`config.mk`:
```
export PLATFORM = sky130hd
export DESIGN_NAME = start_therm_decoder
export DESIGN_NICKNAME = d
export VERILOG_FILES = /design/src/rtl/tdc_pkg.sv /design/src/rtl/tdc_popcnt16.sv /design/src/rtl/start_therm_decoder.sv
export SDC_FILE = /design/constraint.sdc
export NUM_CORES = 1
export LEC_CHECK = 0
export BUFFER_PORTS_ARGS = -buffer_cell sky130_fd_sc_hd__buf_2
export CELL_PAD_IN_SITES_DETAIL_PLACEMENT = 2
export CELL_PAD_IN_SITES_GLOBAL_PLACEMENT = 2
export CORE_MARGIN = 2
export CORE_UTILIZATION = 30
export DETAILED_ROUTE_END_ITERATION = 16
export PLACE_DENSITY_LB_ADDON = 0.1
export SYNTH_ARGS = -nofsm -noshare
export SYNTH_HDL_FRONTEND = slang
export SYNTH_HIERARCHICAL = 1
export SYNTH_SLANG_ARGS = --single-unit
```
`constraint.sdc`:
```
create_clock -name clk -period 4.9 [get_ports clk]
set_input_delay 0.49 -clock clk [delete_from_list [all_inputs] [get_ports clk]]
set_output_delay 0.49 -clock clk [all_outputs]
set_load 0.1 [all_outputs]
```
`src/rtl/tdc_pkg.sv`:
```
// Shared definitions for the TDC start-channel decoder: FSM state encoding,
// group width of the ones counter and a constant-evaluable clog2.
package tdc_pkg;

  localparam int TDC_GROUP_W = 16;

  typedef enum logic {
    ARMED = 1'b0,
    HOLD  = 1'b1
  } tdc_state_e;

  // Ceiling log2, usable in parameter expressions.
  function automatic int clog2(input int value);
    int result;
    int rem;
    result = 0;
    rem    = value - 1;
    while (rem > 0) begin
      result = result + 1;
      rem    = rem >> 1;
    end
    return result;
  endfunction

endpackage

```
`src/rtl/tdc_popcnt16.sv`:
```
// Combinational ones counter for one 16-tap group of the delay line.
module tdc_popcnt16
  import tdc_pkg::*;
(
  input  logic [TDC_GROUP_W-1:0] bits_in,
  output logic [4:0]             count
);

  // Sum the set taps of the group.
  always_comb begin
    // NOTE: every always_comb output gets a default first so no path can
    // leave it unassigned and infer a latch.
    count = '0;
    for (int i = 0; i < TDC_GROUP_W; i++) begin
      count = count + {4'b0000, bits_in[i]};
    end
  end

endmodule

```
`src/rtl/start_therm_decoder.sv`:
```
// Start-channel thermometer decoder: registers the delay-line snapshot,
// detects the first nonzero snapshot after a quiet period, and encodes it
// into a fine ones count tagged with the coarse count at detection.
// Optional build macro START_BUBBLE_FILTER_EN adds a 3-tap majority filter
// stage after the input register (latency 4 instead of 3).
module start_therm_decoder
  import tdc_pkg::*;
#(
  parameter  int NFF      = 176,
  parameter  int COARSE_W = 24,
  localparam int FINE_W   = clog2(NFF + 1)
) (
  input  logic                clk,
  input  logic                rst_n,
  input  logic [NFF-1:0]      snap_in,
  input  logic                clr_ovf,
  output logic                out_valid,
  input  logic                out_ready,
  output logic [FINE_W-1:0]   out_fine,
  output logic [COARSE_W-1:0] out_coarse,
  output logic                out_sat,
  output logic                ovf
);

  localparam int NGRP = NFF / TDC_GROUP_W;

  logic [NFF-1:0]             s0_q, s0_d;
  logic [NFF-1:0]             det_vec;
  logic [COARSE_W-1:0]        coarse_q, coarse_d;
  tdc_state_e                 state_q, state_d;
  logic                       hit;

  logic [NGRP-1:0][4:0]       grp_cnt;
  logic [NGRP-1:0][4:0]       grp_cnt_q, grp_cnt_d;
  logic [COARSE_W-1:0]        st1_coarse_q, st1_coarse_d;
  logic                       st1_sat_q, st1_sat_d;
  logic                       st1_valid_q, st1_valid_d;
  logic [FINE_W-1:0]          fine_sum;

  logic                       out_valid_q, out_valid_d;
  logic [FINE_W-1:0]          out_fine_q, out_fine_d;
  logic [COARSE_W-1:0]        out_coarse_q, out_coarse_d;
  logic                       out_sat_q, out_sat_d;
  logic                       ovf_q, ovf_d;

  assign s0_d     = snap_in;
  assign coarse_d = coarse_q + COARSE_W'(1);

`ifdef START_BUBBLE_FILTER_EN
  logic [NFF-1:0] s1_q, s1_d;
  logic [NFF+1:0] s0_ext;

  // Majority of each tap and its neighbours; below tap 0 reads 1, above the top reads 0.
  always_comb begin
    s0_ext = {1'b0, s0_q, 1'b1};
    s1_d   = '0;
    for (int i = 0; i < NFF; i++) begin
      s1_d[i] = (s0_ext[i] & s0_ext[i+1]) | (s0_ext[i] & s0_ext[i+2]) |
                (s0_ext[i+1] & s0_ext[i+2]);
    end
  end

  // Filter stage register.
  always_ff @(posedge clk or negedge rst_n) begin
    if (!rst_n) s1_q <= '0;
    else        s1_q <= s1_d;
  end

  assign det_vec = s1_q;
`else
  assign det_vec = s0_q;
`endif

  // Hit detection: first nonzero snapshot while armed; re-arm on a zero snapshot.
  always_comb begin
    state_d = state_q;
    hit     = 1'b0;
    unique case (state_q)
      ARMED: begin
        if (det_vec != '0) begin
          hit     = 1'b1;
          state_d = HOLD;
        end
      end
      HOLD: begin
        if (det_vec == '0) state_d = ARMED;
      end
      default: state_d = ARMED;
    endcase
  end

  for (genvar g = 0; g < NGRP; g++) begin : g_pop
    tdc_popcnt16 u_popcnt (
      .bits_in (det_vec[g*TDC_GROUP_W +: TDC_GROUP_W]),
      .count   (grp_cnt[g])
    );
  end

  // Stage 1 launches only the hit snapshot; idle cycles keep the data and clear valid.
  always_comb begin
    grp_cnt_d    = grp_cnt_q;
    st1_coarse_d = st1_coarse_q;
    st1_sat_d    = st1_sat_q;
    st1_valid_d  = 1'b0;
    if (hit) begin
      grp_cnt_d    = grp_cnt;
      st1_coarse_d = coarse_q;
      st1_sat_d    = &det_vec;
      st1_valid_d  = 1'b1;
    end
  end

  // Stage 2 sums the group counts and feeds the held output register.
  always_comb begin
    fine_sum = '0;
    for (int g = 0; g < NGRP; g++) begin
      fine_sum = fine_sum + FINE_W'(grp_cnt_q[g]);
    end

    out_valid_d  = out_valid_q;
    out_fine_d   = out_fine_q;
    out_coarse_d = out_coarse_q;
    out_sat_d    = out_sat_q;
    ovf_d        = ovf_q;

    if (out_valid_q && out_ready) out_valid_d = 1'b0;
    if (clr_ovf) ovf_d = 1'b0;

    if (st1_valid_q) begin
      if (out_valid_q && !out_ready) begin
        // Output still held: the new result is lost and the drop wins over a clear.
        ovf_d = 1'b1;
      end else begin
        out_valid_d  = 1'b1;
        out_fine_d   = fine_sum;
        out_coarse_d = st1_coarse_q;
        out_sat_d    = st1_sat_q;
      end
    end
  end

  // State, counter and pipeline registers.
  always_ff @(posedge clk or negedge rst_n) begin
    if (!rst_n) begin
      s0_q         <= '0;
      coarse_q     <= '0;
      state_q      <= ARMED;
      // NOTE: the pipeline data registers are reset too, so nothing from
      // before reset can surface as a result afterwards.
      grp_cnt_q    <= '0;
      st1_coarse_q <= '0;
      st1_sat_q    <= 1'b0;
      st1_valid_q  <= 1'b0;
      out_valid_q  <= 1'b0;
      out_fine_q   <= '0;
      out_coarse_q <= '0;
      out_sat_q    <= 1'b0;
      ovf_q        <= 1'b0;
    end else begin
      // NOTE: non-blocking assignments so every flop samples pre-edge values.
      s0_q         <= s0_d;
      coarse_q     <= coarse_d;
      state_q      <= state_d;
      grp_cnt_q    <= grp_cnt_d;
      st1_coarse_q <= st1_coarse_d;
      st1_sat_q    <= st1_sat_d;
      st1_valid_q  <= st1_valid_d;
      out_valid_q  <= out_valid_d;
      out_fine_q   <= out_fine_d;
      out_coarse_q <= out_coarse_d;
      out_sat_q    <= out_sat_d;
      ovf_q        <= ovf_d;
    end
  end

  assign out_valid  = out_valid_q;
  assign out_fine   = out_fine_q;
  assign out_coarse = out_coarse_q;
  assign out_sat    = out_sat_q;
  assign ovf        = ovf_q;

endmodule

```
==> tab_implementation.tex <==
\begin{tabular}{lr}
\hline
Metric & Value \\
\hline
\multicolumn{2}{l}{\textbf{Clocking}} \\
\quad Clock Sink Count & 317 \\
\quad Worst skew pair latency & between 0.5 and 0.6 ns \\
\quad CTS max path bufs & 3 \\
\quad Post-CTS setup-driven buffer insertion count & 0 \\
\quad H-Tree Level Count & 2 \\
\quad TritonCTS clock tree & yes \\
\quad Clock transition at the register clock pins on the worst setup and hold paths after CTS & $\sim$0.06 ns \\
\quad Clock root cell & sky130\_fd\_sc\_hd\_\_clkbuf\_16 \\
\quad Post-CTS resize count & 0 \\
\quad Num CTS Buffers & 40 \\
\multicolumn{2}{l}{\textbf{Timing}} \\
\quad Min Tclk post-route & 4.50 ns \\
\quad Number of hold violations in the final report & 0 \\
\quad Final-report max-slew violation count & 0 \\
\quad RSZ-0062 raised after global routing & no \\
\quad Final setup fails & 0 \\
\quad Max Clk Rate & around 0.22 GHz \\
\quad Worst-case clock skew & 0.0184 ns \\
\quad Worst-case setup margin in the final layout & about 0.40 ns \\
\quad Final clock period utilization by the worst path & 91.8\% \\
\quad Worst relative slew slack & a little over a quarter \\
\quad Tightest Pin Transition & approximately 1.1 ns \\
\quad Total Negative Setup Slacks & 0 ns \\
\multicolumn{2}{l}{\textbf{Global routing}} \\
\quad First-pass GRT wire length & roughly 71 mm \\
\quad Largest net degree at the start of global routing & between 100 and 150 \\
\quad Initial antenna violation count & 0 \\
\quad Total gr overflow & 0 \\
\quad Number of global-route vias before repair & approximately 12000 \\
\quad GRT Util Overall & around 15\% \\
\multicolumn{2}{l}{\textbf{Yosys}} \\
\quad Synthesized instance count & roughly 1300 \\
\quad Synth Cell Area & 17400 um\^{}2 \\
\quad Yosys warning total & 6 \\
\quad Number of unique standard cell types used by synthesis & 33 \\
\quad Post-synthesis sequential area ratio & a little under half \\
\quad Share of the synthesized area in the top cell type & $\sim$46\% \\
\quad Synth Net Count & 1801 \\
\quad Ys async rst share & between 90\% and 100\% \\
\quad Synthesized flop and latch total & approximately 320 \\
\quad Average cell area after synthesis & between 10 and 15 um\^{}2 \\
\quad Largest cells by area after synthesis & sky130\_fd\_sc\_hd\_\_dfrtp\_1, sky130\_fd\_sc\_hd\_\_fa\_1, sky130\_fd\_sc\_hd\_\_ha\_1 \\
\quad Most common flop cell mapped by yosys & sky130\_fd\_sc\_hd\_\_dfrtp\_1 \\
\quad Library cell occupying the most area in the post-synthesis netlist & sky130\_fd\_sc\_hd\_\_dfrtp\_1 \\
\quad Post-synth EDFFs & 0 \\
\multicolumn{2}{l}{\textbf{Power}} \\
\quad Power density normalized to cell area & roughly 810 nW/um\^{}2 \\
\quad Internal power of the cells & roughly 9.7 mW \\
\quad Power share of the sequential group & roughly a fifth \\
\quad Static Leakage & 10.6 nW \\
\quad Worst VDD drop & between 0.0015 and 0.002 V \\
\quad Net switching power & between 7 and 8 mW \\
\quad Power after layout & roughly 17 mW \\
\quad Clk network pwr share & $\sim$18\% \\
\quad Portion of total power attributed to combinational logic & around 63\% \\
\quad Fraction of power spent switching nets & $\sim$43\% \\
\multicolumn{2}{l}{\textbf{Min path}} \\
\quad Min-delay src & snap\_in[161] \\
\quad Hold/Removal Path Class & primary input to flop \\
\quad Endpoint, Worst Hold & det\_vec[161]\$\_DFF\_PN0\_ \\
\quad Worst hold path stage count & 1 \\
\multicolumn{2}{l}{\textbf{Cells and area}} \\
\quad Final cell count without fillers & around 2400 \\
\quad Layout Cell Area excl Fill & $\sim$21000 um\^{}2 \\
\quad Proportion of layout cells with a drive suffix above 1 & roughly 25\% \\
\quad Total number of nets in the final design & roughly 2100 \\
\quad Antenna diode count & 0 \\
\quad Growth of design area from synthesis to finish & 20.7\% \\
\multicolumn{2}{l}{\textbf{Floorplan}} \\
\quad Die height & between 200 and 250 um \\
\quad Width of the die & 245 um \\
\quad Initial standard-cell utilization of the core & between 30\% and 40\% \\
\quad Top-level port count & 215 \\
\quad Total number of placement rows & 88 \\
\quad Core region area & roughly 58000 um\^{}2 \\
\quad Die area & between 60000 and 70000 um\^{}2 \\
\multicolumn{2}{l}{\textbf{Placed design}} \\
\quad Final weighted congestion in routability-driven placement & approximately 0.75 \\
\quad Placed Cells incl. Taps & 2316 \\
\quad Input/output buffers & around 210 \\
\quad Area of placed instances & 19400 um\^{}2 \\
\quad Worst setup slack before clock tree synthesis & $\sim$0.37 ns \\
\quad HPWL Detailed & 35.3 mm \\
\multicolumn{2}{l}{\textbf{Detailed routing}} \\
\quad Vias after detailed routing & between 10000 and 15000 \\
\quad Total length of routed wires & 44.2 mm \\
\quad Drt via density & $\sim$4.3 \\
\quad Iteration-0 DRC Markers & about 280 \\
\quad Iteration count of the initial detailed-routing pass & 6 \\
\quad Routed Antenna Nets & 0 \\
\quad Wirelength per Cell & 18.3 um \\
\quad DRC violations left & 0 \\
\multicolumn{2}{l}{\textbf{Setup path}} \\
\quad Crit path launch type & flop \\
\quad R2r endpoint & out\_fine[6]\$\_DFFE\_PN0P\_ \\
\quad Setup slack, reg-to-reg & $\sim$0.4 ns \\
\quad Required time reported for the critical path endpoint & roughly 5.3 ns \\
\quad Max FO, Critical Path & 2 \\
\quad Nature of the critical path endpoint & flop \\
\quad Reg-to-reg startpoint & grp\_cnt\_q[2]\$\_DFFE\_PN0P\_ \\
\quad Category of the most critical setup path & flop to flop \\
\quad Arrival time at the worst endpoint & $\sim$4.9 ns \\
\quad Number of cells on the worst reg-to-reg path & 13 \\
\multicolumn{2}{l}{\textbf{Status}} \\
\quad Result of the run & finished clean \\
\multicolumn{2}{l}{\textbf{Flow run}} \\
\quad Max cap viols & 0 \\
\hline
\end{tabular}
## critical path: stages, from the launching register on
cell                      delay (ns)
sky130_fd_sc_hd__dfrtp_1        0.40
sky130_fd_sc_hd__fa_1           0.55
sky130_fd_sc_hd__inv_1          0.07
sky130_fd_sc_hd__fa_1           0.50
sky130_fd_sc_hd__fa_1           0.53
sky130_fd_sc_hd__fa_1           0.54
sky130_fd_sc_hd__inv_1          0.06
sky130_fd_sc_hd__fa_1           0.48
sky130_fd_sc_hd__ha_1           0.25
sky130_fd_sc_hd__fa_1           0.40
sky130_fd_sc_hd__a21o_1         0.17
sky130_fd_sc_hd__a21oi_1        0.17
sky130_fd_sc_hd__xnor2_1        0.13
sky130_fd_sc_hd__o21ai_0        0.09
## area by class of cell
class	count	area [um^2]
fill	5977	36600
clock inverter	19	241
clock buffer	53	1140
timing repair buffer	241	1370
tap	765	957
multi-input combinational	656	8030
sequential	317	7930
inverter	360	1350
## flip-flops by register name (all words and copies together) (netlist names)
register / flops
coarse_q: 24
det_vec: 176
grp_cnt_q: 55
out_coarse: 24
out_fine: 8
out_sat: 1
out_valid: 1
ovf: 1
st1_coarse_q: 24
st1_sat_q: 1
st1_valid_q: 1
state_q: 1
## placed cells by master (no fill, tap or decap), drive strengths merged
master       Yosys  layout
a21o             3       3
a21oi           18      18
a221oi           7       7
a31oi            1       1
and3             4       4
and4             2       2
buf              8     218
bufinv           0       5
clkbuf           5      53
clkinv           0       8
clkinvlp         0       4
dfrtp          317     317
dlygate4sd3      0      23
fa             164     164
ha             111     111
inv            360     362
mux2           107     107
nand2           19      19
nand2b           1       1
nand3           12      12
nand3b           4       4
nand4           59      59
nand4b           1       1
nor2             7       7
nor2b            7       7
nor3             3       3
nor3b            3       3
nor4            56      56
o21ai            5       5
o21bai          11      11
o22ai            2       2
or4              2       2
xnor2           33      33
xor2            14      14
## cell families after synthesis
family,after synthesis,synth area share (%)
AOI/OAI and AO/OA,47,2.15
xor gates and xnor gates,47,2.36
adders and majority gates,275,26.8
buffers and inverters,373,8.38
DFF,317,45.5
muxes,107,8.60
and+or+nand+nor,180,6.16
## metal layers
layer	vias to the layer above	global-route usage [%]	share of wire [%]
met5	-	0	0
met4	0	3.77	1.8
met3	55	2.46	3.3
met2	138	26.5	50
met1	5432	20.1	45
li1	4769	-	-
## synthesized netlist by cell type, types with 2 or more instances
master and count:
sky130_fd_sc_hd__a21o_1 3, sky130_fd_sc_hd__a21oi_1 14, sky130_fd_sc_hd__a21oi_2 4, sky130_fd_sc_hd__a221oi_2 7, sky130_fd_sc_hd__and3_1 4, sky130_fd_sc_hd__and4_1 2, sky130_fd_sc_hd__buf_6 8, sky130_fd_sc_hd__clkbuf_1 5
sky130_fd_sc_hd__dfrtp_1 317, sky130_fd_sc_hd__fa_1 164, sky130_fd_sc_hd__ha_1 111, sky130_fd_sc_hd__inv_1 360, sky130_fd_sc_hd__mux2_2 29, sky130_fd_sc_hd__mux2_4 78, sky130_fd_sc_hd__nand2_1 19, sky130_fd_sc_hd__nand3_1 12
sky130_fd_sc_hd__nand3b_1 4, sky130_fd_sc_hd__nand4_1 59, sky130_fd_sc_hd__nor2_1 7, sky130_fd_sc_hd__nor2b_1 7, sky130_fd_sc_hd__nor3_1 3, sky130_fd_sc_hd__nor3b_1 3, sky130_fd_sc_hd__nor4_1 54, sky130_fd_sc_hd__nor4_2 2
sky130_fd_sc_hd__o21ai_0 5, sky130_fd_sc_hd__o21bai_1 11, sky130_fd_sc_hd__o22ai_1 2, sky130_fd_sc_hd__or4_1 2, sky130_fd_sc_hd__xnor2_1 33, sky130_fd_sc_hd__xor2_1 14
## power groups by stage
stage          registers, mW  logic, mW  clock network, mW
2_1_floorplan           3.37       8.15                  0
3_3_place_gp            3.23       10.8                  0
3_5_place_dp            3.25       11.0                  0
4_1_cts                 3.21       11.1               3.22
5_1_grt                 3.25       12.2               3.33
6_report                3.20       10.6               3.09
## per-stage QoR
| stage | hold WS, ns | util, % |
|---|---|---|
| 3_3_place_gp | 0.459 | 33.7 |
| 2_1_floorplan | 0.194 | - |
| 6_report | 0.0438 | 36.5 |
| 4_1_cts | 0.0000263 | 36.5 |
| 5_1_grt | 0.00849 | 36.5 |
| 3_5_place_dp | 0.465 | 33.7 |
## worst max-delay path by stage
stage                        startpoint                 endpoint  slack [ns]
2_1_floorplan  grp_cnt_q[2]$_DFFE_PN0P_  out_fine[6]$_DFFE_PN0P_        0.61
3_3_place_gp   grp_cnt_q[2]$_DFFE_PN0P_  out_fine[6]$_DFFE_PN0P_        0.43
3_5_place_dp   grp_cnt_q[2]$_DFFE_PN0P_  out_fine[6]$_DFFE_PN0P_        0.37
4_1_cts        grp_cnt_q[2]$_DFFE_PN0P_  out_fine[6]$_DFFE_PN0P_        0.35
5_1_grt        grp_cnt_q[2]$_DFFE_PN0P_  out_fine[6]$_DFFE_PN0P_        0.22
6_report       grp_cnt_q[2]$_DFFE_PN0P_  out_fine[6]$_DFFE_PN0P_        0.40
## what timing repair did
| item | 4_1_cts | 5_1_grt |
|---|---|---|
| endpoints found under the setup margin | 0 | 0 |
| endpoints found under the hold margin | 47 | 0 |
| hold buffers | 23 | 0 |
Power figures use the tool's default switching activity.
